===== config.mk =====
export PLATFORM = sky130hd
export DESIGN_NAME = gshare_history_queue
export DESIGN_NICKNAME = d
export VERILOG_FILES = /design/src/rtl/bpred_pkg.sv /design/src/rtl/branch_queue.sv /design/src/rtl/gshare_history_queue.sv
export SDC_FILE = /design/constraint.sdc
export NUM_CORES = 1
export LEC_CHECK = 0
export CORE_ASPECT_RATIO = 1.4
export CORE_MARGIN = 1
export CORE_UTILIZATION = 55
export DETAILED_ROUTE_END_ITERATION = 7
export GPL_ROUTABILITY_DRIVEN = 0
export PLACE_DENSITY = 0.75
export RECOVER_POWER = 50
export SETUP_SLACK_MARGIN = 0.05
export SYNTH_ARGS = -nofsm -noshare
export SYNTH_HDL_FRONTEND = slang
export SYNTH_SLANG_ARGS = --single-unit

===== constraint.sdc =====
create_clock -name i_Clk -period 2.95 [get_ports i_Clk]
set_clock_uncertainty 0.05 [all_clocks]
set_input_delay 0.59 -clock i_Clk [delete_from_list [all_inputs] [get_ports i_Clk]]
set_output_delay 0.59 -clock i_Clk [all_outputs]
set_load 0.005 [all_outputs]

===== src/rtl/bpred_pkg.sv =====
// Shared types and constants for the gshare branch predictor front end.
package bpred_pkg;

    // Default predictor index / global history width.
    localparam int unsigned BPRED_W = 10;

    // 2-bit saturating counter states, shared with the counter table.
    typedef enum logic [1:0] {
        CTR_STRONG_NT = 2'b00,
        CTR_WEAK_NT   = 2'b01,
        CTR_WEAK_T    = 2'b10,
        CTR_STRONG_T  = 2'b11
    } ctr_state_t;

    localparam ctr_state_t CTR_RESET = CTR_WEAK_NT;

    // One in-flight predicted branch: table index used, direction predicted,
    // and the speculative history checkpoint taken before this branch shifted in.
    typedef struct packed {
        logic [BPRED_W-1:0] index;
        logic               pred;
        logic [BPRED_W-1:0] ghr;
    } bpred_entry_t;

endpackage


===== src/rtl/branch_queue.sv =====
// In-order circular FIFO of in-flight predicted branches with flush.
module branch_queue
    import bpred_pkg::*;
#(
    parameter int unsigned DEPTH = 4
) (
    input  logic         i_Clk,
    input  logic         i_Reset,
    input  logic         push,
    input  bpred_entry_t push_entry,
    input  logic         pop,
    input  logic         flush,
    output logic         full,
    output logic         empty,
    output bpred_entry_t head
);

    localparam int unsigned PTR_W = $clog2(DEPTH);
    localparam int unsigned CNT_W = PTR_W + 1;

    bpred_entry_t     mem [DEPTH];
    logic [PTR_W-1:0] head_ptr;
    logic [PTR_W-1:0] tail_ptr;
    logic [CNT_W-1:0] count;
    logic             push_ok;
    logic             pop_ok;

    assign full    = (count == CNT_W'(DEPTH));
    assign empty   = (count == '0);
    assign push_ok = push & ~full;
    assign pop_ok  = pop & ~empty;
    assign head    = mem[head_ptr];

    // Pointer and occupancy tracking; a flush empties the queue and wins over push/pop.
    always_ff @(posedge i_Clk) begin
        if (i_Reset || flush) begin
            head_ptr <= '0;
            tail_ptr <= '0;
            count    <= '0;
        end else begin
            if (push_ok) tail_ptr <= tail_ptr + PTR_W'(1);
            if (pop_ok)  head_ptr <= head_ptr + PTR_W'(1);
            count <= count + CNT_W'(push_ok) - CNT_W'(pop_ok);
        end
    end

    // Entry storage; contents are don't-care after reset or flush.
    always_ff @(posedge i_Clk) begin
        if (push_ok && !flush) begin
            mem[tail_ptr] <= push_entry;
        end
    end

endmodule


===== src/rtl/gshare_history_queue.sv =====
// gshare front end: index = PC ^ speculative GHR, in-order branch tracking,
// counter-table update on resolve and GHR repair on mispredict.
module gshare_history_queue
    import bpred_pkg::*;
#(
    parameter int unsigned BPRED_WIDTH = BPRED_W,
    parameter int unsigned QUEUE_DEPTH = 4,
    parameter int unsigned ADDR_WIDTH  = 32
) (
    input  logic                   i_Clk,
    input  logic                   i_Reset,
    input  logic                   i_Fetch_Valid,
    input  logic [ADDR_WIDTH-1:0]  i_Fetch_PC,
    input  logic                   i_Is_Branch,
    input  logic                   i_Prediction,
    output logic                   o_Stall,
    input  logic                   i_Resolve_Valid,
    input  logic                   i_Resolve_Outcome,
    output logic [BPRED_WIDTH-1:0] o_Table_Index,
    output logic                   o_Table_Enable,
    output logic                   o_Table_Outcome,
    output logic                   o_Mispredict,
    output logic                   o_Recover_Outcome
);

    logic [BPRED_WIDTH-1:0] ghr_spec;
    logic [BPRED_WIDTH-1:0] predict_index;
    logic [BPRED_WIDTH-1:0] update_index;
    logic                   update_outcome;
    logic                   update_pending;
    logic                   mispredict_q;
    logic                   q_full;
    logic                   q_empty;
    bpred_entry_t           q_head;
    bpred_entry_t           push_entry;
    logic                   fetch_branch;
    logic                   push;
    logic                   resolve_fire;
    logic                   resolve_misp;
    logic                   unused_pc;

    // Only the word-aligned index bits of the PC feed the hash.
    assign unused_pc     = ^{i_Fetch_PC[ADDR_WIDTH-1:BPRED_WIDTH+2], i_Fetch_PC[1:0]};
    assign predict_index = i_Fetch_PC[BPRED_WIDTH+1:2] ^ ghr_spec;

    // The table port is owned by the update during update cycles, so pushes hold off then.
    assign fetch_branch = i_Fetch_Valid & i_Is_Branch;
    assign o_Stall      = fetch_branch & (q_full | update_pending);
    assign push         = fetch_branch & ~o_Stall;
    assign resolve_fire = i_Resolve_Valid & ~q_empty;
    assign resolve_misp = resolve_fire & (q_head.pred != i_Resolve_Outcome);

    assign push_entry = '{index: predict_index, pred: i_Prediction, ghr: ghr_spec};

    branch_queue #(
        .DEPTH (QUEUE_DEPTH)
    ) u_queue (
        .i_Clk      (i_Clk),
        .i_Reset    (i_Reset),
        .push       (push),
        .push_entry (push_entry),
        .pop        (resolve_fire),
        .flush      (resolve_misp),
        .full       (q_full),
        .empty      (q_empty),
        .head       (q_head)
    );

    // Speculative history: repaired from the head checkpoint on mispredict, else shifts on push.
    always_ff @(posedge i_Clk) begin
        if (i_Reset) begin
            ghr_spec <= '0;
        end else if (resolve_misp) begin
            ghr_spec <= {q_head.ghr[BPRED_WIDTH-2:0], i_Resolve_Outcome};
        end else if (push) begin
            ghr_spec <= {ghr_spec[BPRED_WIDTH-2:0], i_Prediction};
        end
    end

    // Capture the resolved head for a one-cycle table update and redirect pulse.
    always_ff @(posedge i_Clk) begin
        if (i_Reset) begin
            update_pending <= 1'b0;
            mispredict_q   <= 1'b0;
            update_index   <= '0;
            update_outcome <= 1'b0;
        end else begin
            update_pending <= resolve_fire;
            mispredict_q   <= resolve_misp;
            if (resolve_fire) begin
                update_index   <= q_head.index;
                update_outcome <= i_Resolve_Outcome;
            end
        end
    end

    assign o_Table_Index     = update_pending ? update_index : predict_index;
    assign o_Table_Enable    = update_pending;
    assign o_Table_Outcome   = update_outcome;
    assign o_Mispredict      = mispredict_q;
    assign o_Recover_Outcome = update_outcome;

endmodule


==> results by group <==
STA
  – Post-layout min period: 2.823 ns
  – Setup-failing EPs final: 0
  – Total Neg Setup Slack: 0 ns
  – Tcrit/Tclk final: 95.69%
  – Unrepaired setup endpoints after global routing: false
  – Slew of the pin with the lowest slew margin: 1.366 ns
  – Fin. max-slew vios: 0
  – Slew HR: 8.925%
  – Max Freq: 354.3 MHz
  – Final Hold Viols: 0

Global routing
  – Number of global-route vias before repair: 2471
  – Grt ovf: 0
  – Antenna violations before repair: 0
  – First-pass GRT wire length: 13.10 mm
  – GRT busiest layer: met2
  – Largest net degree at the start of global routing: 32
  – GRT Total Usage: 21.60%
  – Routing usage on met2: 36.15%
  – Met1 global-route usage: 26.60%
  – Met3 GRT Util: 4.854%

Clocking
  – CTS tree: built
  – CTS sink count: 112
  – H-tree depth: 3
  – Clock tree root buffer cell: clkbuf_8
  – # resized after CTS: 0
  – Postcts setup bufs: 0
  – Worst-Skew Late Latency: 0.37 ns
  – Clock-pin slew on the worst setup and hold paths: 0.09 ns
  – Total CTS buffers: 9
  – Clock buffer depth: 2
  – Hold_buf cts: 0

Synth
  – Yosys Warn Count: 0
  – Syn_nets: 323
  – Synthesized instance count: 277
  – Share of synthesized registers carrying an async set or reset: 0%
  – Ys flop type: edfxtp_1
  – Unique masters post-synth: 32
  – Register area share after synthesis: 67.57%
  – Synthesis-stage register bit count: 112
  – Mapped cell area: 0.004503 mm^2
  – Number of flops mapped to enable cells by yosys: 80
  – Synthesized area per cell: 16.26 um^2

Finish
  – # diodes: 0
  – Area of the multi-input gates: 0.001340 mm^2
  – Layout Nets: 368
  – Share of cells above drive strength 1: 19.88%
  – Syn-to-layout area delta: 15.48%
  – Sequential cell area: 0.003043 mm^2
  – Total of fill cells in the finished design: 571
  – Layout Utilization: 66.28%

Setup path
  – Critical path peak fanout: 5
  – Required time of the critical path: 2.31 ns
  – CP Capture Type: primary output
  – Max incr delay on CP: 0.54 ns
  – Crit path DAT: 2.18 ns
  – Critical Path, Cell by Cell: dlygate4sd3_1 -> xor2_1 -> mux2_2 -> clkdlybuf4s50_1
  – Crit path buf inv count: 2
  – Critical Path Start Type: primary input
  – Slowest-stage cell, CP: dlygate4sd3_1
  – Crit path kind: in -> out
  – Delay-heaviest family, CP: buffers and inverters

Min path
  – Hold crit path type: reg -> reg

Floorplanning
  – I/O Pins: 54
  – Initial Util: 57.40%
  – Die ar.: 0.008558 mm^2
  – Width of the die: 78.48 um
  – # rows: 38
  – Die H: 109.1 um
  – Std-Cell Core Area: 0.007845 mm^2

Power and ir drop
  – Cell area power density: 819.4 mW/mm^2
  – Tot Pwr: 4.261 mW
  – Static Leakage: 1.772 nW
  – Worst VDD drop: 0.4877 mV

Drt
  – Via density: 5.747
  – Length of the first detailed-routing pass in iterations: 4
  – Remaining DRCs: 0
  – Routed via count: 2454
  – Avg WL per Cell: 19.51 um
  – First DRT Iteration DRCs: 138
  – Routed Antenna Nets: 0
  – Drt total wl: 8.331 mm

Placement
  – Port Buffers: 31
  – DP HPWL: 5.038 mm

Status
  – Status: complete, no violations

Flow run
  – Max_cap viols: 0
cell families after synthesis:
kind of cell / count (synthesis) / synth area share, %
flops: 112 / 67.57
simple gates: 54 / 5.752
mux: 40 / 14.73
compound gates: 26 / 4.001
buf+inv: 22 / 2.556
xor+xnor: 16 / 3.279
fa+ha+maj: 7 / 2.112
power by group:
part	internal, mW	total [mW]	switching, mW
Combinational	0.567	1.12	0.552
Clock	0.561	1.04	0.479
Sequential	1.95	2.10	0.148
synthesized netlist by cell type (3+ instances only):
cell,instances,share of area [%]
clkbuf_1,7,0.58
edfxtp_1,80,53
xnor2_1,4,0.78
mux4_2,20,10
xor2_1,11,2.1
buf_4,4,0.67
mux2i_1,10,2.2
a211oi_1,7,1.2
inv_1,6,0.50
ha_1,6,1.7
a21oi_1,12,1.3
nand2_1,24,2.0
and3_1,4,0.56
nor3_1,16,1.8
dfxtp_1,32,14
mux2_2,10,2.5
nor2_1,3,0.25
nor3b_1,4,0.67
routing by layer:
layer  vias up  wire length [um]
met5         -                 0
met4         0               210
li1       1137                 -
met1      1265              3575
met2        38              4310
met3        14               234
placed cells by master, fill, tap and decap left out, drive strengths merged, types with 2 or more instances in the layout:
master / count
nor2: 4
clkbuf: 14
nand2: 24
o31ai: 2
mux4: 20
xor2: 11
mux2i: 10
xnor2: 5
a21oi: 12
dfxtp: 32
nor3: 16
and3: 4
nor3b: 4
clkdlybuf4s50: 19
clkinv: 2
buf: 14
a211oi: 9
mux2: 10
bufinv: 3
ha: 6
inv: 7
edfxtp: 80
dlygate4sd3: 12
stage by stage:
| stage | setup WS, ns | hold WS (ns) | cell area [um^2] | instances |
|---|---|---|---|---|
| finish | 0.1272 | 0.4087 | 5200 | 427 |
| CTS | 0.1217 | 0.4098 | 5229 | 427 |
| detailed placement | 0.1217 | 0.3964 | 4994 | 411 |
| floorplan | 0.4464 | 0.3829 | 4503 | 277 |
| global placement | 0.2088 | 0.3877 | 4994 | 411 |
| global route | 0.05741 | 0.4209 | 5200 | 427 |
sequential cells by signal, summed over array words and instances (netlist names), named ones only:
| name | flops |
|---|---|
| u_queue.head_ptr | 2 |
| ghr_spec | 10 |
| u_queue.count | 3 |
| o_Table_Enable | 1 |
| o_Mispredict | 1 |
| u_queue.mem | 80 |
| u_queue.tail_ptr | 2 |
| update_index | 10 |
| o_Recover_Outcome | 1 |
worst reg2reg max path, stage by stage, from the launching register on:
cell and delay, ns:
dfxtp_1 0.35, o31ai_1 0.36, clkbuf_1 1.04, nor2_1 0.40, nor3_1 0.33
area by class of cell:
class,count,area share (%)
Timing Repair Buffer,49,8.277
Tap cell,100,2.406
Sequential cell,112,58.52
Inverter,7,0.5053
Clock inverter,6,2.069
Clock buffer,10,2.454
Multi-Input combinational cell,143,25.77
worst paths after layout:
check	from	endpoint	slack [ns]	cells after the start
min reg2reg	update_index[8]$_SDFFE_PP0P_	update_index[8]$_SDFFE_PP0P_	0.41	2
max reg2reg	u_queue.count[1]$_SDFF_PP0_	flip-flop	0.33	4
max	i_Fetch_PC[9]	o_Table_Index[7]	0.13	4
min	update_index[8]$_SDFFE_PP0P_	update_index[8]$_SDFFE_PP0P_	0.41	2
Note: power is estimated with default switching activity, not from simulation.
==> RTL change 1: new RTL, config.mk and constraints unchanged <==
The package constant `BPRED_W` goes from 10 to 12.
--- a/src/rtl/bpred_pkg.sv
+++ b/src/rtl/bpred_pkg.sv
@@ -3,5 +3,5 @@
 
     // Default predictor index / global history width.
-    localparam int unsigned BPRED_W = 10;
+    localparam int unsigned BPRED_W = 12;
 
     // 2-bit saturating counter states, shared with the counter table.
Interface: changed (resized o_Table_Index); port bits go from 54 to 56. No check against the original RTL was run, so the function may have changed too.
==> RTL change 1 against the unedited design <==
  * Routed wire length increased by 22%
  * Power increased by 41%
  * Maximum frequency decreased by 1.8%
  * Final area increased by 25%
  * Sequential cell count increased by 20
  * Worst setup slack got worse by 0.052 ns
  * Area after synthesis increased by 19%
  * Critical path type unchanged
  * Largest power group unchanged
  * Highest routed layer unchanged
==> RTL change 1: results (changes against the unedited design) <==
| Metric | Value |
|---|---|
| Mapped Cells | `321 (+16%)` |
| Worst hold margin | `0.403 ns (-0.00592 ns)` |
| Layout clock area frac | `9.33% (+4.8 points)` |
| Min-delay src | `update_index[10]$_SDFFE_PP0P_` |
| DRT iter0 DRCs | `187 (+36%)` |
| Layout Cells excl Fill | `500 (+17%)` |
| Met3 GRT Util | `5.31% (+0.45 points)` |
| Post-DP HPWL | `5.94 mm (+18%)` |
| DR WL met3 | `553 um (+140%)` |
| Post-synth top cells | `edfxtp_1, dfxtp_1, nand2_1` |
| Internal | `4.42 mW (+43%)` |
| Root Driver | `clkbuf_16` |
| Worst r2r path cells | `5 (+1)` |
| Post-Place Worst Slack | `0.0874 ns (-0.0343 ns)` |
| Seq/total area | `55.3% (-3.2 points)` |
| Mapped Nets | `367 (+14%)` |
| All-Layer GR Usage | `22.6% (+0.95 points)` |
| Post-Place Cells | `468 (+14%)` |
| Non-clock buffering overhead | `8.24% (-0.041 points)` |
| Tightest Pin Transition | `0.978 ns (-0.388 ns)` |
| Peak supply drop | `561 uV (+15%)` |
| Clock buf count | `21 (+11)` |
| EDFF count, synth | `96 (+20%)` |
| Total CTS buffers | `17 (+8)` |
| Clock slew at reported path FFs | `0.05 ns (-0.04 ns)` |
| Wire length per cell | `20.3 um (+4.2%)` |
| Logic pwr share | `22.8% (-3.5 points)` |
| Netlist cell types | `34 (+6.3%)` |
| Static leakage | `2.24 nW (+26%)` |
| M1 GR Usage | `27.4% (+0.76 points)` |
| Number of global-route vias before repair | `3065 (+24%)` |
| Multi-In Gates | `163 (+14%)` |
| First-pass GRT wire length | `16.4 mm (+25%)` |
| Status | `finished, final reports clean` |
RTL change 1: cells by family after synthesis:
| kind of cell | Yosys count | synth area share (%) |
|---|---|---|
| fa+ha+maj | 7 | 1.78 |
| flops | 132 | 67.4 |
| compound gates | 30 | 4.49 |
| mux | 48 | 15.0 |
| xor+xnor | 18 | 3.30 |
| simple gates | 60 | 5.50 |
| buf+inv | 26 | 2.60 |
RTL change 1: worst max-delay path by stage:
| stage | from | endpoint | slack [ns] |
|---|---|---|---|
| final | i_Fetch_PC[6] | o_Table_Index[4] | 0.08 |
| after global routing | i_Fetch_PC[13] | o_Table_Index[11] | 0.03 |
| after CTS | u_queue.count[2]$_SDFF_PP0_ | o_Stall | 0.16 |
| after detailed placement | i_Resolve_Outcome | u_queue.mem[0][22]$_DFFE_PP_ | 0.09 |
| after global placement | i_Resolve_Outcome | u_queue.mem[3][10]$_DFFE_PP_ | 0.10 |
| after floorplan | i_Resolve_Valid | u_queue.count[2]$_SDFF_PP0_ | 0.34 |
==> RTL change 2: new RTL, config.mk and constraints unchanged <==
Without the edit above. Register the output `o_Mispredict` once more, without a reset; this adds one clock of latency there. The other outputs are not delayed to match.
--- a/src/rtl/gshare_history_queue.sv
+++ b/src/rtl/gshare_history_queue.sv
@@ -98,5 +98,7 @@
     assign o_Table_Enable    = update_pending;
     assign o_Table_Outcome   = update_outcome;
-    assign o_Mispredict      = mispredict_q;
+    always_ff @(posedge i_Clk) begin
+        o_Mispredict <= mispredict_q;
+    end
     assign o_Recover_Outcome = update_outcome;
 
Check against the original RTL: not equivalent (Yosys sat finds a counterexample within 4 cycles, from zero or initial values and one cycle with i_Reset high).
==> RTL change 2 against the unedited design <==
  * Area after synthesis is 0.44% higher
  * Largest cell class unchanged
  * Final area is 6.6% higher
  * Power grew 20%
  * Critical endpoint is now o_Table_Index[8]
  * Register-to-register slack got worse by 0.06 ns
  * Sequential cell count grew 1
  * First-iteration DRC count up 26%
  * Routed wire length grew 3.9%
  * Largest power group unchanged
  * Critical path type unchanged
  * Worst setup slack lost 0.055 ns
==> RTL change 2: results (changes against the unedited design) <==
| Metric | Value |
|---|---|
| First-pass GRT wire length | `13.6 mm (+4.0%)` |
| Total CTS buffers | `17 (+8)` |
| Wire length per cell | `19.5 um (-0.12%)` |
| Worst path slowest cell | `dlygate4sd3_1` |
| Post-DP HPWL | `4.95 mm (-1.7%)` |
| Register area share after synthesis | `67.7% (+0.14 points)` |
| Netlist cell types | `32 (unchanged)` |
| CP max FO | `5 (unchanged)` |
| Post-Place Worst Slack | `0.179 ns (+0.0573 ns)` |
| Share of cells above drive strength 1 | `22.7% (+2.8 points)` |
| Worst hold path type | `reg2reg` |
| Root Driver | `clkbuf_8` |
| Critical Path AT | `2.24 ns (+0.06 ns)` |
| Post-synth ARST share | `0% (unchanged)` |
| Clk_lat worst skew | `0.52 ns (+0.15 ns)` |
| Tightest Pin Transition | `1.38 ns (+0.00988 ns)` |
| Number of global-route vias before repair | `2697 (+9.1%)` |
| Crit-path max cell delay | `0.55 ns` |
| Synth warnings | `0 (unchanged)` |
| Static leakage | `1.94 nW (+9.4%)` |
| DRT iter0 DRCs | `174 (+26%)` |
| Registers with the most flip-flops | `u_queue.mem x80, ghr_spec x10, update_index x10` |
| Status | `finished, final reports clean` |
| Clock slew at reported path FFs | `0.05 ns (-0.04 ns)` |
| Fillers | `524 (-8.2%)` |
| EDFF count, synth | `80 (unchanged)` |
| Port bufs | `31 (unchanged)` |
| Synth area leaders | `edfxtp_1, dfxtp_1, mux4_2` |
| All-Layer GR Usage | `23.2% (+1.6 points)` |
| Drt first pass iters | `4 (unchanged)` |
| Post-synth top cells | `edfxtp_1, dfxtp_1, nand2_1` |
| Fin nets | `377 (+2.4%)` |
| Via density | `5.69 (-0.93%)` |
| Antenna Cells | `0 (unchanged)` |
| Initial antenna violation count | `0 (unchanged)` |
| Peak supply drop | `797 uV (+63%)` |
| H-tree depth | `4 (+1)` |
| Clock buffer depth | `2 (unchanged)` |
| Mapped Nets | `324 (+0.31%)` |
| Largest net degree at the start of global routing | `32 (unchanged)` |
-- RTL change 2: worst paths after layout --
kind | startpoint | slack, ns | endpoint | cells after the start
worst max-delay path | i_Fetch_PC[10] | 0.07 | o_Table_Index[8] | 4
worst min-delay path | mispredict_q$_SDFF_PP0_ | 0.29 | o_Mispredict$_DFF_P_ | 0
worst max register to register | u_queue.count[1]$_SDFF_PP0_ | 0.27 | u_queue.head_ptr[1]$_SDFFE_PP0P_ | 4
worst min register to register | mispredict_q$_SDFF_PP0_ | 0.29 | o_Mispredict$_DFF_P_ | 0
-- RTL change 2: critical path: cells and delay by family --
| kind | cells | cell delay [ns] |
|---|---|---|
| muxes | 1 | 0.24 |
| xor gates and xnor gates | 1 | 0.36 |
| buffers and inverters | 2 | 1.04 |
-- RTL change 2: power breakdown --
part	total, mW	switching (mW)	internal, mW
combinational	1.13	0.559	0.571
sequential	2.12	0.143	1.98
clock	1.87	0.643	1.23
total	5.12	1.34	3.78
-- RTL change 2: what timing repair did --
action / in CTS / in global routing
setup buffers: 0 / 0
endpoints found under the setup margin: 0 / 1
gates resized for setup: 0 / 1
hold buffers: 0 / 0
-- RTL change 2: cells by family after synthesis --
group,count (synthesis),synth area share (%)
AND/OR/NAND/NOR,54,5.73
AO/OA/AOI/OAI,26,3.98
XOR/XNOR,16,3.26
multiplexers,40,14.7
buffers and inverters,22,2.54
adder cells (fa/ha/maj),7,2.10
flip-flops,113,67.7
-- RTL change 2: area by class of cell --
class / count / area share (%)
clock buffers: 24 / 8.31
clock inverters: 8 / 1.60
inverters: 7 / 0.474
multi-input cells: 143 / 24.3
flip-flops and latches: 113 / 55.3
well taps: 100 / 2.26
repair buffers: 49 / 7.83
-- RTL change 2: through the flow --
step	std cells	hold WS (ns)	area [um2]
2_1_floorplan	278	0.260	4520
3_5_place_dp	412	0.279	5010
6_report	444	0.286	5540
4_1_cts	444	0.290	5560
5_1_grt	444	0.299	5540
3_3_place_gp	412	0.275	5010
-- RTL change 2: layer usage --
metal	up-vias	track usage [%]	wire length [um]	part of all wire, %
met2	62	38.8	4590	53
met5	-	0	0	0
met1	1284	25.7	3480	40
met3	14	9.13	431	5.0
li1	1168	-	-	-
met4	0	11.4	153	1.8
